**config.mk**
```make
export PLATFORM = sky130hd
export DESIGN_NAME = varredura_display
export DESIGN_NICKNAME = d
export VERILOG_FILES = /design/src/rtl/varredura_display.sv
export SDC_FILE = /design/constraint.sdc
export NUM_CORES = 1
export LEC_CHECK = 0
export ABC_AREA = 1
export CELL_PAD_IN_SITES_DETAIL_PLACEMENT = 0
export CELL_PAD_IN_SITES_GLOBAL_PLACEMENT = 1
export CORE_UTILIZATION = 40
export DETAILED_ROUTE_END_ITERATION = 10
export PLACE_DENSITY_LB_ADDON = 0.15
export SLEW_MARGIN = 5
export SYNTH_ARGS = -nofsm -noshare
export SYNTH_HDL_FRONTEND = slang
export SYNTH_SLANG_ARGS = --single-unit
```
**constraint.sdc**
```tcl
create_clock -name clock -period 1.7 [get_ports clock]
set_input_delay 0.255 -clock clock [delete_from_list [all_inputs] [get_ports clock]]
set_output_delay 0.255 -clock clock [all_outputs]
set_load 0.05 [all_outputs]
```
**src/rtl/varredura_display.sv**
```systemverilog
// varredura_display: 4-digit multiplexed display scanner with an error-message
// hold window. A prescaler divides the clock into digit slots, a 2-bit index
// walks the digits, and a two-state FSM shows a latched error code for
// HOLD_SCANS complete scans.
// Optional feature: define VARREDURA_PISCA_EN to blink the message
// (16 scans lit, 16 scans blank) while it is displayed.
module varredura_display #(
  parameter int DIV        = 50000,
  parameter int HOLD_SCANS = 256
) (
  input  logic       clock,
  input  logic       reset,
  input  logic       erro_valido,
  input  logic [1:0] erro_cod,
  output logic       erro_aceito,
  output logic       saida1Contador,
  output logic       saida2Contador,
  output logic [3:0] digito,
  output logic       apagar,
  output logic       ocupado,
  output logic [1:0] codigo
);

  // Prescaler only needs to reach DIV-1.
  localparam int PRESC_W = (DIV > 2) ? $clog2(DIV) : 1;

  // Scan counter must reach HOLD_SCANS; with blinking it also needs bit 4,
  // which simply stays 0 (always lit) when HOLD_SCANS < 16.
`ifdef VARREDURA_PISCA_EN
  localparam int SCAN_W = ($clog2(HOLD_SCANS + 1) > 5) ? $clog2(HOLD_SCANS + 1) : 5;
`else
  localparam int SCAN_W = $clog2(HOLD_SCANS + 1);
`endif

  typedef enum logic {
    OCIOSO,
    EXIBINDO
  } estado_t;

  estado_t             state;
  estado_t             state_next;
  logic [PRESC_W-1:0]  presc;
  logic [1:0]          index;
  logic [SCAN_W-1:0]   scan;
  logic                tick;
  logic                wrap;
  logic                accept;
  logic                finish;

  // One digit slot ends when the prescaler reaches DIV-1; a full scan ends
  // when that happens on the last digit.
  assign tick = (presc == PRESC_W'(DIV - 1));
  assign wrap = tick && (index == 2'd3);

  // Digit select and enable follow the index in every state.
  assign saida1Contador = index[1];
  assign saida2Contador = index[0];
  assign digito         = ~(4'b0001 << index);

  // State register.
  always_ff @(posedge clock) begin
    // NOTE: sequential state uses non-blocking assignments so every register
    // samples pre-edge values, independent of statement order.
    if (reset) state <= OCIOSO;
    else       state <= state_next;
  end

  // Next-state logic and state-dependent outputs.
  always_comb begin
    // NOTE: every output of this block gets a default first, so no path can
    // leave a signal unassigned and infer a latch.
    state_next = state;
    accept     = 1'b0;
    finish     = 1'b0;
    ocupado    = 1'b0;
    apagar     = 1'b1;
    unique case (state)
      OCIOSO: begin
        if (erro_valido) begin
          accept     = 1'b1;
          state_next = EXIBINDO;
        end
      end
      EXIBINDO: begin
        ocupado = 1'b1;
`ifdef VARREDURA_PISCA_EN
        apagar  = scan[4];
`else
        apagar  = 1'b0;
`endif
        // Last scan of the window completes: leave on this very edge.
        if (wrap && (scan == SCAN_W'(HOLD_SCANS - 1))) begin
          finish     = 1'b1;
          state_next = OCIOSO;
        end
      end
      default: state_next = OCIOSO;
    endcase
  end

  // Scan datapath: prescaler, digit index, scan counter, code latch and ack.
  always_ff @(posedge clock) begin
    if (reset) begin
      presc       <= '0;
      index       <= '0;
      scan        <= '0;
      codigo      <= '0;
      erro_aceito <= 1'b0;
    end else begin
      erro_aceito <= accept;
      if (accept) begin
        // A new message restarts the scan from digit 0 so it is shown whole.
        codigo <= erro_cod;
        presc  <= '0;
        index  <= '0;
        scan   <= '0;
      end else begin
        presc <= tick ? '0 : presc + 1'b1;
        if (tick) index <= index + 1'b1;
        if (finish)
          scan <= '0;
        else if ((state == EXIBINDO) && wrap)
          scan <= scan + 1'b1;
      end
    end
  end

endmodule

```
==> results of run 1 <==
## worst max-delay path by stage
stage,to
2_1_floorplan,presc[2]
3_3_place_gp,scan[4]
3_5_place_dp,scan[6]
4_1_cts,erro_aceito
5_1_grt,scan[5]
6_report,erro_aceito
## synthesized netlist by cell type
cell and n:
nand2_2 7, nor2_2 4, nor2_1 21, nor4_1 1
nor3_2 2, inv_2 6, a31oi_1 1, xor2_1 4
a22o_1 2, dfxtp_1 31, nor3_1 7, ha_1 7
nand3_1 17, nor3b_2 1, buf_4 1, xnor2_1 1
a21oi_1 19, nor2_4 6, nand3_2 1, nand4_1 3
o21ai_0 9, inv_1 31, nand2_1 46
## routing by layer
metal | track usage, % | part of all wire, % | up-vias
met5 | 0 | 0 | -
met1 | 22.5 | 52 | 624
met4 | 6.12 | 1.3 | 0
met3 | 6.90 | 4.5 | 5
li1 | - | - | 767
met2 | 26.1 | 42 | 19
## registers in the layout (all words and copies together), names as in the netlist
name,count
scan,9
erro_aceito,1
codigo,2
state,1
index,2
presc,16
## power breakdown
part | internal, mW | leakage [nW] | switching (mW) | total [mW]
sequential | 0.736 | 0.252 | 0.00544 | 0.742
combinational | 0.0366 | 0.475 | 0.0668 | 0.103
clock | 0.272 | 0.0371 | 0.255 | 0.527
## cell type report
type                            count  area, sq um
Inverter                           37          139
Tap cell                           48         60.1
Sequential cell                    31          623
Timing Repair Buffer               17          203
Multi-Input combinational cell    159          883
Fill cell                         378         1820
Clock buffer                        6         72.6
## layout by cell type, fill, tap and decap left out, types with 2 or more instances in the layout
| cell type | count |
|---|---|
| nand2_2 | 6 |
| o21ai_0 | 9 |
| nor3_2 | 3 |
| nand4_1 | 3 |
| nor3_1 | 6 |
| nand3_1 | 17 |
| nor2_4 | 6 |
| xor2_1 | 4 |
| nor2_1 | 21 |
| nand2_1 | 46 |
| inv_2 | 6 |
| ha_1 | 6 |
| buf_4 | 7 |
| buf_12 | 5 |
| inv_1 | 31 |
| nor2_2 | 4 |
| clkdlybuf4s50_1 | 5 |
| a21oi_1 | 19 |
| dfxtp_2 | 2 |
| a22o_1 | 2 |
| dfxtp_1 | 29 |
| clkbuf_8 | 5 |
## logic make-up (layout without fill, tap and decap cells)
| family | after synthesis | in the layout | synth area share, % |
|---|---|---|---|
| xor gates and xnor gates | 5 | 5 | 2.67 |
| and+or+nand+nor | 116 | 116 | 35.1 |
| buffers and inverters | 38 | 60 | 8.94 |
| DFF | 31 | 31 | 37.9 |
| AOI/OAI and AO/OA | 31 | 31 | 10.0 |
| adders and majority gates | 7 | 7 | 5.35 |
==> reports/metrics.cfg, run 1 <==
[outcome]
status=finished clean

[finish]
drive_gt1_share_pct=19.2
syn_to_final_growth_pct=20.9
layout.nets=263
fin_util_pct=52.1
n_antenna_cell=0
final_area_sq_mm=0.00198
fin_cells=298

[logic_synthesis]
ys_warn_count=0
synth.cell_area_sq_mm=0.00164
synth_area_leaders=dfxtp_1 38%, nand2_1 11%, inv_1 7.1%, a21oi_1 5.8%, ha_1 5.3%
synth_top_cell_area_share_pct=37.9
synth_top_area_cell=dfxtp_1
synthCells=228
seq_area_frac_synth_pct=37.9
ys_seq_elements=31
synth.distinct_cells=23
synth.avg_cell_area_sq_um=7.18
syn-num-nets=240

[run]
drv_cap=0

[clock_network]
numCtsBuffers=5
tritoncts=yes
cts.repair.resized=0
cts_root_buf=clkbuf_8
clock_sinks=31
clk_pin_slew_worst_paths_ns=0.06
clk_path_buf_depth=2
htree_levels=2
cts_setup_buffers=0
clock_latency_ns=0.28
cts_hold_repair.buffers=0

[worst_setup_path]
path_buf_inv=1
crit_path_top_delay_cell=clkdlybuf4s50_1
ff2ff_path_depth=7
critPathKind=reg -> out
arrival_ns=1.38
crit_required_ns=1.44
path_delay_family=buffers and inverters
crit_chain=clkdlybuf4s50_1
r2r_end=scan[5]
rrSetupSlack_ns=0.17
end_kind=output pin
worst-path-stages=1
r2r-start=scan[0]
worstSetupStartpoint=erro_aceito
critPathLaunchType=flop
cp_slowest_stage_delay_ns=0.79
crit_fanout=1

[sta]
slew_viol_final=0
tns_ns=0
grt_setup_unrepaired=false
hold_viol=0
relSlewSlack_pct=67.1
setup_viol=0
setup_slack_ns=0.0679
skew_ns=0.00587
hold_ws_ns=0.445
period_minus_slack_ns=1.63
period_share_pct=96.0
max_clock_freq_mhz=613
tightest_slew_ns=0.493

[place]
numPortBuffers=15
dp_hpwl_um=2360
gp_congestion=0.773
dp_cells=292
pre_cts_slack_ns=0.110
placed_area_sq_mm=0.00190

[routing]
vias_per_cell=4.75
antenna_left=0
drc=0
via_count=1415
totalWireLength_um=3150
drtPass1Iterations=4
wire_per_inst_um=10.6
initialDrtViolationCount=79

[die]
dieWidth_um=66.0
die_h_um=66.0
die-area_sq_mm=0.00435
io_pins=16
core_area_sq_mm=0.00380
initial_utilization_pct=43.1
fp-row-count=22

[power_and_ir_drop]
power_mw=1.37
powerDensity_mw_per_mm2=693
total_leakage_power_nw=0.764
vdd_drop_max_v=0.000529

[global_route]
grt_pass1_vias=1272
antenna_found_initial=0
track_usage_pct=17.5
grt_pass1_wl_um=5680
grt_max_degree=11
grt-ovfl-total=0

[worst_hold_path]
hp-start=presc[0]
hold_end=presc[0]
hold_depth=1
hold_path_class=reg -> reg

No activity file was read; power rests on OpenSTA's default activity.
==> run 2: changes to the inputs <==
CORE_UTILIZATION = 35   (was 40)
==> reports/metrics.cfg, run 2 (synthesis results as in run 1) <==
[outcome]
status=finished clean

[worst_setup_path]
cp_slowest_stage_delay_ns=0.79  ; about the same
critPathLaunchType=flop
crit_path_top_delay_cell=clkdlybuf4s50_1
arrival_ns=1.37  ; about the same
end_kind=output pin
path_buf_inv=1  ; unchanged
crit_chain=clkdlybuf4s50_1
crit_fanout=1  ; unchanged
path_delay_family=buffers and inverters
critPathKind=reg -> out
crit_required_ns=1.44  ; about the same

[die]
core_area_sq_mm=0.00441  ; +16%
die_h_um=70.4  ; +6.7%
dieWidth_um=70.4  ; +6.7%
fp-row-count=24  ; +9.1%
initial_utilization_pct=37.1  ; -6.0 points
die-area_sq_mm=0.00496  ; +14%
io_pins=16  ; unchanged

[sta]
hold_viol=0  ; unchanged
relSlewSlack_pct=67.5  ; +0.47 points
hold_ws_ns=0.450  ; +0.00419 ns
period_share_pct=95.7  ; -0.30 points
tns_ns=0  ; unchanged
max_clock_freq_mhz=615  ; +0.32%
slew_viol_final=0  ; unchanged
tightest_slew_ns=0.486  ; -0.00700 ns
setup_slack_ns=0.0731  ; +0.00515 ns
skew_ns=0.00573  ; -0.000137 ns
grt_setup_unrepaired=false
setup_viol=0  ; unchanged
period_minus_slack_ns=1.63  ; -0.00514 ns

[routing]
wire_per_inst_um=11.2  ; +5.6%
vias_per_cell=4.71  ; -0.80%
drc=0  ; unchanged
antenna_left=0  ; unchanged
drtPass1Iterations=4  ; unchanged
via_count=1432  ; +1.2%
initialDrtViolationCount=54  ; -32%
totalWireLength_um=3400  ; +7.7%

[global_route]
grt-ovfl-total=0  ; unchanged
track_usage_pct=15.6  ; -1.9 points
grt_pass1_vias=1393  ; +9.5%
grt_max_degree=11  ; unchanged
grt_pass1_wl_um=6130  ; +7.9%
antenna_found_initial=0  ; unchanged

[power_and_ir_drop]
p_comb_share_pct=7.2  ; -0.3 points
switching_share_pct=23.2  ; -0.60 points
powerDensity_mw_per_mm2=741  ; +7.0%
p_switching_mw=0.346  ; +5.9%
vdd_drop_max_v=0.000497  ; -6.1%
p_int_mw=1.14  ; +9.5%
power_mw=1.49  ; +8.6%
power_frac_clock_pct=43.1  ; +4.7 points
total_leakage_power_nw=0.781  ; +2.2%
power_frac_seq_pct=49.7  ; -4.4 points

[clock_network]
tritoncts=yes
numCtsBuffers=5  ; unchanged
cts_setup_buffers=0  ; unchanged
clk_pin_slew_worst_paths_ns=0.07  ; about the same
clock_sinks=31  ; unchanged
cts_root_buf=clkbuf_8
cts_hold_repair.buffers=0  ; unchanged
clock_latency_ns=0.28  ; about the same
clk_path_buf_depth=2  ; unchanged
cts.repair.resized=0  ; unchanged
htree_levels=2  ; unchanged

[finish]
layout.nets=263  ; unchanged
fillCellCount=470  ; +24%
final_area_sq_mm=0.00201  ; +1.5%
top_register=presc
fin_util_pct=45.5  ; -6.6 points
n_antenna_cell=0  ; unchanged
multiInputGateArea_sq_um=881  ; -0.28%
fin_cells=304  ; +2.0%
syn_to_final_growth_pct=22.8
layout_common_cells=46 x nand2_1, 31 x inv_1, 29 x dfxtp_1
largest_reg_flops=16  ; unchanged
drive_gt1_share_pct=19.4  ; +0.24 points
register_area_sq_um=623  ; unchanged
final_common_cell=nand2_1
top_regs=presc x16, scan x9

[place]
placed_area_sq_mm=0.00190  ; +0.26%
pre_cts_slack_ns=0.124  ; +0.0139 ns
dp_hpwl_um=2600  ; +10%
numPortBuffers=15  ; unchanged
gp_congestion=0.770  ; -0.32%
dp_cells=296  ; +1.4%

[run]
drv_cap=0  ; unchanged

[worst_hold_path]
hold_path_class=reg -> reg

## run 2: power by group through the flow
stage / combinational [mW] / sequential, mW / clock, mW
floorplan: 0.0455 / 0.777 / 0
global placement: 0.109 / 0.758 / 0
detailed placement: 0.107 / 0.758 / 0
CTS: 0.108 / 0.741 / 0.664
global route: 0.118 / 0.742 / 0.697
finish: 0.107 / 0.741 / 0.642
## run 2: final cells by class
type                       count  share of cell area [%]
inverter                      37                    6.91
multi-input combinational    159                    43.8
clock buffer                   8                    4.98
timing repair buffer          17                    10.1
tap                           52                    3.24
sequential                    31                    31.0
## run 2: final timing paths
| check | startpoint | endpoint | slack, ns | cells after the start |
|---|---|---|---|---|
| worst max-delay path | erro_aceito | erro_aceito | 0.07 | 1 |
| worst min-delay path | presc[0] | presc[0] | 0.45 | 1 |
| worst max register to register | presc[0] | scan[6] | 0.19 | 8 |
| worst min register to register | presc[0] | presc[0] | 0.45 | 1 |
## run 2: per-layer routing
metal,global-route usage (%),up-vias,wire length (um)
met5,0,-,0
met4,6.00,0,56
met3,5.19,5,115
met2,23.9,18,1480
met1,20.1,635,1740
li1,-,774,-
==> run 3: changes to the inputs <==
SLEW_MARGIN = 20   (was 5)
==> results of run 3 <==
The final DEF is identical to that of run 2; final timing and power are the same.
